--- src/rtl/vend_sequencer.sv ---
// rtl/vend_sequencer.sv - vending credit accumulator, vend request and greedy change sequencer
module vend_sequencer #(
    parameter int unsigned PRICE0     = 10,
    parameter int unsigned PRICE1     = 15,
    parameter int unsigned PRICE2     = 20,
    parameter int unsigned PRICE3     = 25,
    parameter int unsigned MAX_CREDIT = 150
) (
    input  logic       clk_i,
    input  logic       rst_n_i,
    input  logic       coin_valid_i,
    input  logic [1:0] coin_val_i,
    output logic       coin_rej_o,
    input  logic       sel_valid_i,
    input  logic [1:0] sel_id_i,
    input  logic       cancel_i,
    output logic [7:0] credit_o,
    output logic [3:0] avail_o,
    output logic       vend_req_o,
    output logic [1:0] vend_id_o,
    input  logic       vend_ack_i,
    output logic       chg_req_o,
    output logic [1:0] chg_coin_o,
    input  logic       chg_ack_i,
    output logic       busy_o
);

    typedef enum logic [1:0] {COLLECT, VEND, CHANGE} state_t;

    localparam logic [7:0] P0      = 8'(PRICE0);
    localparam logic [7:0] P1      = 8'(PRICE1);
    localparam logic [7:0] P2      = 8'(PRICE2);
    localparam logic [7:0] P3      = 8'(PRICE3);
    localparam logic [8:0] MAX_CR9 = 9'(MAX_CREDIT);

    state_t     state_q, state_d;
    logic [7:0] credit_q, credit_d;
    logic [1:0] vend_id_q, vend_id_d;
    logic [1:0] chg_coin_q, chg_coin_d;
    logic       coin_rej_q, coin_rej_d;
    logic [8:0] coin_sum;
    logic [7:0] sel_price;

    function automatic logic [7:0] coin_value(input logic [1:0] c);
        case (c)
            2'b00:   return 8'd1;
            2'b01:   return 8'd5;
            2'b10:   return 8'd10;
            default: return 8'd50;
        endcase
    endfunction

    // Largest ejectable denomination not exceeding the given credit.
    function automatic logic [1:0] greedy(input logic [7:0] c);
        if (c >= 8'd50)      return 2'b11;
        else if (c >= 8'd10) return 2'b10;
        else if (c >= 8'd5)  return 2'b01;
        else                 return 2'b00;
    endfunction

    assign avail_o[0] = (credit_q >= P0);
    assign avail_o[1] = (credit_q >= P1);
    assign avail_o[2] = (credit_q >= P2);
    assign avail_o[3] = (credit_q >= P3);

    assign coin_sum = {1'b0, credit_q} + {1'b0, coin_value(coin_val_i)};

    always_comb begin
        case (sel_id_i)
            2'd0:    sel_price = P0;
            2'd1:    sel_price = P1;
            2'd2:    sel_price = P2;
            default: sel_price = P3;
        endcase
    end

    always_comb begin
        state_d    = state_q;
        credit_d   = credit_q;
        vend_id_d  = vend_id_q;
        chg_coin_d = chg_coin_q;
        coin_rej_d = 1'b0;
        case (state_q)
            COLLECT: begin
                if (cancel_i) begin
                    coin_rej_d = coin_valid_i;
                    if (credit_q != 8'd0) begin
                        state_d    = CHANGE;
                        chg_coin_d = greedy(credit_q);
                    end
                end else if (coin_valid_i) begin
                    if (coin_sum <= MAX_CR9) credit_d = coin_sum[7:0];
                    else                     coin_rej_d = 1'b1;
                end else if (sel_valid_i && avail_o[sel_id_i]) begin
                    credit_d  = credit_q - sel_price;
                    vend_id_d = sel_id_i;
                    state_d   = VEND;
                end
            end
            VEND: begin
                coin_rej_d = coin_valid_i;
                if (vend_ack_i) begin
                    if (credit_q != 8'd0) begin
                        state_d    = CHANGE;
                        chg_coin_d = greedy(credit_q);
                    end else begin
                        state_d = COLLECT;
                    end
                end
            end
            default: begin
                coin_rej_d = coin_valid_i;
                // Next denomination is chosen from the post-ack credit so it is stable before the next request.
                if (chg_ack_i) begin
                    credit_d   = credit_q - coin_value(chg_coin_q);
                    chg_coin_d = greedy(credit_d);
                    if (credit_d == 8'd0) state_d = COLLECT;
                end
            end
        endcase
    end

    always_ff @(posedge clk_i or negedge rst_n_i) begin
        if (!rst_n_i) begin
            state_q    <= COLLECT;
            credit_q   <= 8'd0;
            vend_id_q  <= 2'd0;
            chg_coin_q <= 2'd0;
            coin_rej_q <= 1'b0;
        end else begin
            state_q    <= state_d;
            credit_q   <= credit_d;
            vend_id_q  <= vend_id_d;
            chg_coin_q <= chg_coin_d;
            coin_rej_q <= coin_rej_d;
        end
    end

    assign credit_o   = credit_q;
    assign coin_rej_o = coin_rej_q;
    assign vend_req_o = (state_q == VEND);
    assign chg_req_o  = (state_q == CHANGE);
    assign busy_o     = (state_q != COLLECT);
    assign vend_id_o  = vend_id_q;
    assign chg_coin_o = chg_coin_q;

endmodule

--- config.mk ---
export PLATFORM = sky130hd
export DESIGN_NAME = vend_sequencer
export DESIGN_NICKNAME = d
export VERILOG_FILES = /design/src/rtl/vend_sequencer.sv
export SDC_FILE = /design/constraint.sdc
export NUM_CORES = 1
export LEC_CHECK = 0
export ABC_AREA = 1
export CORE_ASPECT_RATIO = 1.2
export CORE_MARGIN = 3
export CORE_UTILIZATION = 56
export DETAILED_ROUTE_END_ITERATION = 10
export HOLD_SLACK_MARGIN = 0.02
export PLACE_DENSITY_LB_ADDON = 0.05
export SETUP_SLACK_MARGIN = 0.05
export SLEW_MARGIN = 20
export SYNTH_ARGS = -nofsm -noshare
export SYNTH_HDL_FRONTEND = slang
export SYNTH_SLANG_ARGS = --single-unit
--- constraint.sdc ---
create_clock -name clk_i -period 2.65 [get_ports clk_i]
set_input_delay 0.53 -clock clk_i [delete_from_list [all_inputs] [get_ports clk_i]]
set_output_delay 0.53 -clock clk_i [all_outputs]
set_load 0.03 [all_outputs]
==> qor.log <==
qor: global_routing.gr-usage-met2 0.452
qor: cells_and_area.post-route-cell-area 2730 um2
qor: clock_tree.clock_tree_from_tritoncts built
qor: die.die_y 73.3 um
qor: critical_path.worst_setup_path_start_kind register
qor: route.vias_per_cell 5.59
qor: global_routing.grt_overflow 0
qor: timing.tns 0 ns
qor: timing.final-setup-viol-count 0
qor: critical_path.critical_path_arrival 1.90 ns
qor: clock_tree.clock_latency_at_the_later_pin_of_the_worst_skew_pair 0.25 ns
qor: die.std_cell_rows 23
qor: cells_and_area.fillers 255
qor: die.die_w 62.1 um
qor: global_routing.number_of_global_route_vias_before_repair 2,133
qor: place.dpl.hpwl 4.75 mm
qor: yosys.synthDominantCellAreaShare 0.179
qor: die.fp.dieArea 4550 um2
qor: yosys.synth_cells 340
qor: min_path.holdPathStages 2
qor: place.post_dp_cell_area 2640 um2
qor: die.i_o_pins 31
qor: place.placement.io_buffers 30
qor: yosys.synth_most_common_cell sky130_fd_sc_hd__nand2_1
qor: clock_tree.cts_max_level 1
qor: clock_tree.clkTransAtPathRegs 0.06 ns
qor: global_routing.top_usage_layer met2
qor: timing.final-max-slew-violation-count 0
qor: critical_path.worstSetupEndpointType output port
qor: global_routing.grt_max_degree 16
qor: yosys.async_set_or_reset_flop_fraction_in_the_synthesized_netlist 1.00
qor: yosys.synth_ff_type sky130_fd_sc_hd__dfrtp_1
qor: yosys.syn_nets 375
qor: route.wirelength 6.06 mm
qor: yosys.synth.lib_cells_used.distinct 36
qor: critical_path.r2r-start chg_coin_o[1]$_DFFE_PN0P_
qor: critical_path.regToRegSetupSlack 0.25 ns
qor: yosys.yosys_register_bits 15
qor: place.gp_routability_congestion 1.05
qor: yosys.synth.mux.area_fraction 0
qor: global_routing.grt_first_pass_wirelength 9.46 mm
qor: yosys.synth_common_cells sky130_fd_sc_hd__nand2_1 (101), sky130_fd_sc_hd__nand3_1 (46), sky130_fd_sc_hd__inv_1 (44)
qor: route.route.detailed.drc 0
qor: route.drt_first_pass_iters 7
qor: min_path.hold_path_end vend_id_o[1]$_DFFE_PN0P_
qor: cells_and_area.area_delta_synth_final 29.2%
qor: route.routed_wire_length_per_instance 13.6 um
qor: global_routing.initial_antenna_violation_count 0
qor: global_routing.groute.layer.met3.usage 0.0334
qor: yosys.synth_top_family_by_area simple AND/OR/NAND/NOR gates
qor: place.placedCellCount 441
qor: timing.maxClockFrequency 412 MHz
qor: yosys.ys.warnings.count 0
qor: timing.whs 0.484 ns
qor: yosys.synth_compound_gate_area_share 0.112
qor: timing.fin_crit_sh 0.917
qor: status.status finished clean
qor: timing.max-slew-margin-rel 0.524
qor: yosys.edff_count_synth 0
qor: route.drt_iter0_drc 171
qor: global_routing.global_route.usage.total 0.273
qor: clock_tree.cts.sinks 15
qor: clock_tree.numCtsBuffers 3
qor: yosys.synth_area_leader_cell sky130_fd_sc_hd__nand2_1
qor: die.initial_utilization 0.607
qor: timing.final_period_minus_worst_setup_slack 2.43 ns
qor: min_path.timing.hold.worst.start vend_id_o[1]$_DFFE_PN0P_
qor: cells_and_area.final_cells 446
qor: yosys.synthesis.area 2110 um2
qor: min_path.worst_hold_path_type register to register
qor: yosys.share_of_synthesized_area_occupied_by_flip_flops_and_latches 0.178
qor: global_routing.grtUsageMet1 0.367
qor: timing.worst_clock_skew 0.000462 ns
qor: critical_path.cp_data_required_time 2.12 ns
qor: critical_path.capture_instance_of_the_worst_register_to_register_path state_q[0]$_DFFE_PN0P_
qor: yosys.yosys-top-cells-area sky130_fd_sc_hd__nand2_1 (18%), sky130_fd_sc_hd__dfrtp_1 (18%), sky130_fd_sc_hd__ha_1 (12%)
qor: timing.worst_pin_slew 0.712 ns
qor: critical_path.timing.setup.critical_path_class register to output port
qor: critical_path.reg2regPathDepth 14
qor: yosys.synthXorXnorAreaFrac 0.0290
qor: clock_tree.ctsRootBufferMaster sky130_fd_sc_hd__clkbuf_8
qor: cells_and_area.final_nets 432
qor: yosys.synth.avg_cell_area 6.22 um2
qor: cells_and_area.post_route_cells_drive_above_1_share 0.149
qor: clock_tree.clk_path_buf_depth 2
qor: yosys.synth_simple_gate_area_share 0.431
qor: die.fp.coreArea 3480 um2
qor: route.route.antenna.remaining_nets 0
qor: route.vias 2,494
qor: flow_run.drv_cap 0
qor: timing.final-hold-violation-count 0
qor: critical_path.crit_path_max_fanout 10
qor: cells_and_area.num_antenna_cells 0
qor: timing.grt_setup_unrepaired no
qor: yosys.yosys.area_share.adder 0.153
==> kinds of logic after synthesis <==
family,after synthesis
XOR/XNOR,7
AO/OA/AOI/OAI,40
AND/OR/NAND/NOR,203
buffers and inverters,51
flip-flops,15
adder cells (fa/ha/maj),24
==> through the flow <==
step | util | setup WS [ns]
2_1_floorplan | - | 0.234
4_1_cts | 0.775 | 0.103
3_5_place_dp | 0.759 | -0.240
5_1_grt | 0.784 | 0.0525
6_report | 0.784 | 0.220
3_3_place_gp | 0.759 | -0.154
==> per-layer routing <==
layer  routed length, um  part of all wire  vias up
met1                2520              0.42     1130
met2                2970              0.49      109
li1                    -                 -     1227
met4                 181             0.030        0
met3                 385             0.064       28
met5                   0                 0        -
==> how the worst max path moves through the flow <==
stage                                        from                      end  slack, ns  cells after the start
after floorplan           credit_o[1]$_DFFE_PN0P_  credit_o[4]$_DFFE_PN0P_       0.23                     16
after global placement              coin_val_i[1]  credit_o[4]$_DFFE_PN0P_      -0.15                     19
after detailed placement            coin_val_i[1]  credit_o[2]$_DFFE_PN0P_      -0.24                     19
after CTS                             sel_id_i[0]  credit_o[6]$_DFFE_PN0P_       0.10                     15
after global routing                coin_val_i[1]  credit_o[1]$_DFFE_PN0P_       0.05                     19
final                     credit_o[2]$_DFFE_PN0P_               avail_o[0]       0.22                      3
==> layout make-up <==
class / instances / area, um2 / area share
Sequential cell: 15 / 378 / 0.138
Multi-Input combinational cell: 274 / 1560 / 0.571
Timing Repair Buffer: 58 / 517 / 0.189
Clock buffer: 3 / 41.3 / 0.0151
Clock inverter: 1 / 5.00 / 0.00183
Inverter: 45 / 169 / 0.0618
Tap cell: 50 / 62.6 / 0.0229
==> state kept, by name (all words and copies together), names as in the netlist <==
| name | count |
|---|---|
| chg_coin_o | 2 |
| coin_rej_o | 1 |
| credit_o | 8 |
| state_q | 2 |
| vend_id_o | 2 |
==> worst max-delay path: stages, from the launching register on <==
cell and delay (ns):
sky130_fd_sc_hd__dfrtp_1 0.59, sky130_fd_sc_hd__o21ai_0 0.17, sky130_fd_sc_hd__nand2_1 0.19, sky130_fd_sc_hd__clkdlybuf4s50_1 0.71
==> what timing repair did <==
| item | CTS | global route |
|---|---|---|
| hold buffers | 0 | 0 |
| gates cloned | 0 | 0 |
| setup buffers | 1 | 0 |
| setup endpoints to repair | 8 | 11 |
| pin swaps | 1 | 9 |
| gates resized for setup | 3 | 14 |
==> cell usage in the layout, fill, tap and decap left out, types with 3 or more instances in the layout <==
master                            netlist  layout
sky130_fd_sc_hd__nand2_2                3       5
sky130_fd_sc_hd__nor2_2                 2       5
sky130_fd_sc_hd__clkdlybuf4s50_1        0      26
sky130_fd_sc_hd__a31oi_1                3       3
sky130_fd_sc_hd__dfrtp_1               15      13
sky130_fd_sc_hd__nand3_1               46      45
sky130_fd_sc_hd__clkbuf_8               0       3
sky130_fd_sc_hd__buf_4                  2      28
sky130_fd_sc_hd__nor2_1                32      29
sky130_fd_sc_hd__inv_1                 44      43
sky130_fd_sc_hd__nand2_4                3       3
sky130_fd_sc_hd__xor2_1                 4       4
sky130_fd_sc_hd__a21oi_1               15      15
sky130_fd_sc_hd__nand2_1              101      99
sky130_fd_sc_hd__ha_1                  21      20
sky130_fd_sc_hd__nand3b_1               3       3
sky130_fd_sc_hd__dlymetal6s2s_1         0       3
sky130_fd_sc_hd__o21ai_0               11      10
sky130_fd_sc_hd__o211ai_1               3       3
sky130_fd_sc_hd__nand4_1                5       5
sky130_fd_sc_hd__xnor2_1                3       3
Power is left out: the tool's default activity adds up to more than one toggle a clock period on the data nets, which glitch-free logic cannot reach.
